## src/rtl/uart_pkg.sv

```systemverilog
// Shared types, constants and helpers for the UART receive path.
// Optional 8E1 framing is enabled by defining UART_RX_PARITY_EN.
package uart_pkg;

  typedef enum logic [2:0] {
    StIdle,
    StStart,
    StData,
    StParity,
    StStop,
    StWaitIdle
  } uart_state_e;

  localparam int unsigned OVERSAMPLE = 16;
  localparam logic [3:0]  MID_TICK   = 4'd7;
  localparam logic [3:0]  LAST_TICK  = 4'd15;
  localparam int unsigned DATA_BITS  = 8;

  // Rounded divider from system clock to the oversampling tick rate.
  function automatic int unsigned calc_div(input int unsigned clk_freq,
                                           input int unsigned baud,
                                           input int unsigned os);
    return (clk_freq + (baud * os) / 2) / (baud * os);
  endfunction

endpackage

```

## src/rtl/uart_baud_tick.sv

```systemverilog
// Oversampling tick generator with two selectable rates. Held at zero while
// disabled so the tick phase starts fresh on every enable.
module uart_baud_tick #(
  parameter int unsigned CLK_FREQ   = 48000000,
  parameter int unsigned BAUD_LO    = 9600,
  parameter int unsigned BAUD_HI    = 38400,
  parameter int unsigned OVERSAMPLE = 16
) (
  input  logic clk,
  input  logic rst_n,
  input  logic enable,
  input  logic sel,
  output logic tick
);
  import uart_pkg::*;

  localparam int unsigned DIV_LO  = calc_div(CLK_FREQ, BAUD_LO, OVERSAMPLE);
  localparam int unsigned DIV_HI  = calc_div(CLK_FREQ, BAUD_HI, OVERSAMPLE);
  localparam int unsigned DIV_MAX = (DIV_LO > DIV_HI) ? DIV_LO : DIV_HI;
  localparam int unsigned CW      = $clog2(DIV_MAX);

  localparam logic [CW-1:0] LAST_LO = CW'(DIV_LO - 1);
  localparam logic [CW-1:0] LAST_HI = CW'(DIV_HI - 1);

  logic [CW-1:0] cnt_q, cnt_d;
  logic [CW-1:0] last;

  assign last = sel ? LAST_HI : LAST_LO;
  assign tick = enable && (cnt_q == last);

  // Next divider count: hold at zero when idle, wrap after the tick.
  always_comb begin
    cnt_d = cnt_q + CW'(1);
    if (!enable || tick) begin
      cnt_d = '0;
    end
  end

  // Divider counter register.
  always_ff @(posedge clk or negedge rst_n) begin
    if (!rst_n) begin
      cnt_q <= '0;
    end else begin
      cnt_q <= cnt_d;
    end
  end

endmodule

```

## src/rtl/uart_rx_byte.sv

```systemverilog
// 8N1 UART receiver with 16x oversampling and runtime baud select.
// Define UART_RX_PARITY_EN for 8E1 framing with a parity_err strobe.
module uart_rx_byte #(
  parameter int unsigned CLK_FREQ   = 48000000,
  parameter int unsigned BAUD_LO    = 9600,
  parameter int unsigned BAUD_HI    = 38400,
  parameter int unsigned OVERSAMPLE = 16
) (
  input  logic       clk,
  input  logic       rst_n,
  input  logic       baud_sel,
  input  logic       rx,
  output logic [7:0] data_out,
  output logic       data_valid,
  output logic       frame_err,
`ifdef UART_RX_PARITY_EN
  output logic       parity_err,
`endif
  output logic       busy
);
  import uart_pkg::*;

  logic        rx_meta, rxs, rxs_prev;
  uart_state_e state_q, state_d;
  logic [3:0]  t_q, t_d;
  logic [2:0]  bit_q, bit_d;
  logic [7:0]  shift_q, shift_d;
  logic [7:0]  data_q, data_d;
  logic        valid_q, valid_d;
  logic        ferr_q, ferr_d;
  logic        busy_q, busy_d;
  logic        sel_q, sel_d;
  logic        tick, tick_en, sample;
`ifdef UART_RX_PARITY_EN
  logic        par_q, par_d;
  logic        perr_q, perr_d;
  logic        par_bad;

  assign par_bad    = (^shift_q) ^ par_q;
  assign parity_err = perr_q;
`endif

  assign tick_en    = (state_q != StIdle);
  assign data_out   = data_q;
  assign data_valid = valid_q;
  assign frame_err  = ferr_q;
  assign busy       = busy_q;

  uart_baud_tick #(
    .CLK_FREQ  (CLK_FREQ),
    .BAUD_LO   (BAUD_LO),
    .BAUD_HI   (BAUD_HI),
    .OVERSAMPLE(OVERSAMPLE)
  ) u_baud_tick (
    .clk   (clk),
    .rst_n (rst_n),
    .enable(tick_en),
    .sel   (sel_q),
    .tick  (tick)
  );

  // Two-flop synchronizer plus one delayed copy for falling-edge detect.
  always_ff @(posedge clk or negedge rst_n) begin
    if (!rst_n) begin
      rx_meta  <= 1'b1;
      rxs      <= 1'b1;
      rxs_prev <= 1'b1;
    end else begin
      rx_meta  <= rx;
      rxs      <= rx_meta;
      rxs_prev <= rxs;
    end
  end

  // Last tick of the current bit period: mid-bit sample point for data/stop.
  assign sample = tick && (t_q == LAST_TICK);

  // Next-state and strobe logic for frame reception.
  always_comb begin
    state_d = state_q;
    t_d     = tick ? t_q + 4'd1 : t_q;
    bit_d   = bit_q;
    shift_d = shift_q;
    data_d  = data_q;
    valid_d = 1'b0;
    ferr_d  = 1'b0;
    sel_d   = sel_q;
`ifdef UART_RX_PARITY_EN
    par_d   = par_q;
    perr_d  = 1'b0;
`endif
    case (state_q)
      StIdle: begin
        if (rxs_prev && !rxs) begin
          sel_d   = baud_sel;
          t_d     = 4'd0;
          bit_d   = 3'd0;
          state_d = StStart;
        end
      end
      StStart: begin
        if (tick && (t_q == MID_TICK)) begin
          if (rxs) begin
            state_d = StIdle;  // glitch, not a real start bit
          end else begin
            t_d     = 4'd0;
            state_d = StData;
          end
        end
      end
      StData: begin
        if (sample) begin
          shift_d = {rxs, shift_q[7:1]};
          bit_d   = bit_q + 3'd1;
          if (bit_q == 3'(DATA_BITS - 1)) begin
`ifdef UART_RX_PARITY_EN
            state_d = StParity;
`else
            state_d = StStop;
`endif
          end
        end
      end
`ifdef UART_RX_PARITY_EN
      StParity: begin
        if (sample) begin
          par_d   = rxs;
          state_d = StStop;
        end
      end
`endif
      StStop: begin
        if (sample) begin
`ifdef UART_RX_PARITY_EN
          perr_d = par_bad;
`endif
          if (rxs) begin
            data_d  = shift_q;
`ifdef UART_RX_PARITY_EN
            valid_d = !par_bad;
`else
            valid_d = 1'b1;
`endif
            state_d = StIdle;
          end else begin
            ferr_d  = 1'b1;
            state_d = StWaitIdle;
          end
        end
      end
      StWaitIdle: begin
        // A held-low break must release before a new start can be seen.
        if (rxs) begin
          state_d = StIdle;
        end
      end
      default: state_d = StIdle;
    endcase
    busy_d = (state_d != StIdle);
  end

  // Receiver state and output registers.
  always_ff @(posedge clk or negedge rst_n) begin
    if (!rst_n) begin
      state_q <= StIdle;
      t_q     <= 4'd0;
      bit_q   <= 3'd0;
      shift_q <= 8'h00;
      data_q  <= 8'h00;
      valid_q <= 1'b0;
      ferr_q  <= 1'b0;
      busy_q  <= 1'b0;
      sel_q   <= 1'b0;
`ifdef UART_RX_PARITY_EN
      par_q   <= 1'b0;
      perr_q  <= 1'b0;
`endif
    end else begin
      state_q <= state_d;
      t_q     <= t_d;
      bit_q   <= bit_d;
      shift_q <= shift_d;
      data_q  <= data_d;
      valid_q <= valid_d;
      ferr_q  <= ferr_d;
      busy_q  <= busy_d;
      sel_q   <= sel_d;
`ifdef UART_RX_PARITY_EN
      par_q   <= par_d;
      perr_q  <= perr_d;
`endif
    end
  end

endmodule

```

## config.mk

```make
export PLATFORM = sky130hd
export DESIGN_NAME = uart_rx_byte
export DESIGN_NICKNAME = d
export VERILOG_FILES = /design/src/rtl/uart_pkg.sv /design/src/rtl/uart_baud_tick.sv /design/src/rtl/uart_rx_byte.sv
export SDC_FILE = /design/constraint.sdc
export NUM_CORES = 1
export LEC_CHECK = 0
export ABC_AREA = 1
export BUFFER_PORTS_ARGS = -buffer_cell sky130_fd_sc_hd__clkbuf_2
export CAP_MARGIN = 25
export CORE_UTILIZATION = 35
export CTS_BUF_LIST = sky130_fd_sc_hd__clkbuf_8
export DETAILED_ROUTE_END_ITERATION = 10
export GPL_ROUTABILITY_DRIVEN = 0
export HOLD_SLACK_MARGIN = 0.06
export PLACE_DENSITY_LB_ADDON = 0.15
export SYNTH_ARGS = -nofsm -noshare
export SYNTH_HDL_FRONTEND = slang
export SYNTH_HIERARCHICAL = 1
export SYNTH_SLANG_ARGS = --single-unit
```

## constraint.sdc

```tcl
create_clock -name clk -period 2.1 [get_ports clk]
set_input_delay 0.21 -clock clk [delete_from_list [all_inputs] [get_ports clk]]
set_output_delay 0.21 -clock clk [all_outputs]
set_load 0.1 [all_outputs]
```

==> run metrics <==
status complete, no violations; largest net degree at the start of global routing 24; syn_area_per_cell 9.40 sq um; # setup viols final 0; Routed Antenna Nets 0; Final Hold Fails 0; crit share post-route 87.3%; CP endpoint kind flip-flop; post-CTS sizing 0; CP max FO 15; Pwr Density 802 mW/mm^2; R2R Setup Slk 270 ps; final wirelength 3320 um; Ports 15; clock sinks 42; clock tree from TritonCTS done; vias per cell 4.37; drt initial violations 60; H-tree levels 2; Post-route DRC 0; Syn Nets 218; Max-Cap Viols 0; Die Ht 77.1 um; Post-layout nets 241; first-pass GRT wire length 6190 um; minimum clock period after layout 1830 ps; CP startpoint u_baud_tick/cnt_q[6]; Area growth, synth to finish 13.4%; diode count 0; post-DP HPWL 2470 um; Core ar. 0.00527 sq mm; final setup TNS 0 ps; Finished Cell Area 0.00224 sq mm; Simple-Gate Fraction of Synth Area 26.3%; FF-to-FF End data_out[7]; CP Launch Type flip-flop; worst path required time 2290 ps; Yosys warnings 6; postcts setup bufs 0; Clock Path Buffers 2; Tightest Pin Transition 546 ps; complex-gate fraction of the synthesized area 8.12%; Cell Area, Placed 0.00212 sq mm; Synth Area in Adders 2.54%; CTS Hold Bufs 2; share of cells above drive strength 1 25.2%; Skew-Pair Late Insertion Delay 290 ps; RSZ-0062 raised after global routing no; sequential area share after synthesis 53.5%; clock root cell clkbuf_8; Slew Limit Fails 0; vias in the first global route 1292; critical path arrival 2020 ps; post-synth cell types 22; DIE AREA 0.00594 sq mm; total CTS buffers 5; DRT Pass-1 Iters 4; LEAKAGE 1.15 nW; Initial Utilization 37.4%; FF+latch count, synth 42; most frequent cells in the layout 47 x nand2_1, 39 x dfrtp_1, 28 x inv_1; largest family of logic cells by synthesized area simple AND/OR/NAND/NOR gates; Reg clk slew, reported paths 90 ps; IO buf count 14; post-synthesis cell count 210; final total power 1.79 mW; crit path kind reg -> reg; Reg-to-Reg Start u_baud_tick/cnt_q[6]; initial antenna violation count 0; global router's overall resource usage 13.4%; xor/xnor share of the synthesized area 3.11%; Post-Synthesis Cell Area 0.00197 sq mm; most common cell after layout, fill and taps aside nand2_1; Slew headroom 63.8%; clk_skew 7.66 ps; post-synthesis mux area share 0%; grt ovf 0; die width 77.1 um; Critical Path Sink data_out[7]; HP Class in -> reg; fmax 545 MHz; VDD IR max 0.373 mV; Reg2Reg Depth 11; Row Count 26; DR WL/cell 10.9 um; vias 1329
-- layout make-up --
class	instances	area, sq um
sequential	42	1050
clock inverter	3	25.0
fill	546	3030
tap	70	87.6
inverter	28	105
timing repair buffer	18	105
clock buffer	5	68.8
multi-input combinational	138	791
-- flip-flops by register name, summed over array words and instances, names as in the netlist --
signal,count
data_valid,1
u_baud_tick/cnt_q,9
sel_q,1
data_out,8
busy,1
bit_q,3
frame_err,1
rxs_prev,1
state_q,3
rxs,1
t_q,4
rx_meta,1
shift_q,8
-- Yosys cell counts, drive strengths merged --
library cell / count / area share [%]
a21oi: 3 / 0.76
dfrtp: 39 / 49
ha: 4 / 2.5
nand4: 4 / 1.3
nor3: 3 / 0.76
nand3: 15 / 5.2
inv: 28 / 5.3
dfstp: 3 / 4.0
nor2: 31 / 7.4
nand2: 53 / 11
nand3b: 1 / 0.38
xnor2: 2 / 0.89
xor2: 5 / 2.2
buf: 2 / 1.1
o21ai: 17 / 7.4
-- where the power goes --
group          internal, mW  switching [mW]  leakage [nW]  total (mW)
Combinational         0.110           0.170         0.544       0.280
Clock                 0.240           0.298        0.0447       0.538
Sequential            0.889          0.0883         0.559       0.977
Total                  1.24           0.556          1.15        1.79
-- cells by family after synthesis --
logic type / after synthesis
simple gates: 107
flops: 42
buf+inv: 30
compound gates: 20
xor+xnor: 7
fa+ha+maj: 4
-- layer usage --
| metal | up-vias | track usage, % | share of wire, % |
|---|---|---|---|
| met2 | 15 | 19.2 | 45 |
| met3 | 5 | 3.57 | 2.6 |
| met1 | 606 | 18.8 | 51 |
| met5 | - | 0 | 0 |
| li1 | 703 | - | - |
| met4 | 0 | 5.66 | 1.4 |
-- how the worst min path moves through the flow --
stage          cells after the start  slack [ps]       end      from
2_1_floorplan                      0         -90  bit_q[0]     rst_n
3_3_place_gp                       1         200    t_q[0]     rst_n
3_5_place_dp                       1         200    t_q[0]     rst_n
4_1_cts                            3         120     sel_q  baud_sel
5_1_grt                            3         160     sel_q  baud_sel
6_report                           3         120     sel_q  baud_sel
-- stage by stage --
step	hold slack [ps]	worst slack [ps]	utilization, %	cells
after floorplan	-85.6	243	-	210
after detailed placement	201	231	40.3	294
after CTS	118	235	42.5	304
final	125	266	42.5	304
after global placement	198	244	40.3	294
after global routing	159	63.7	42.5	304
-- critical path: stages, from the launching register on --
cell	delay (ps)
dfrtp_1	420
inv_1	80
nor2_1	100
nand3b_1	80
nand2_1	80
nand3_2	80
nor2_1	210
nand2_4	110
nor2_8	180
nand3_4	220
nand2_1	130
o21ai_2	50
Note: power is estimated with default switching activity, not from simulation.
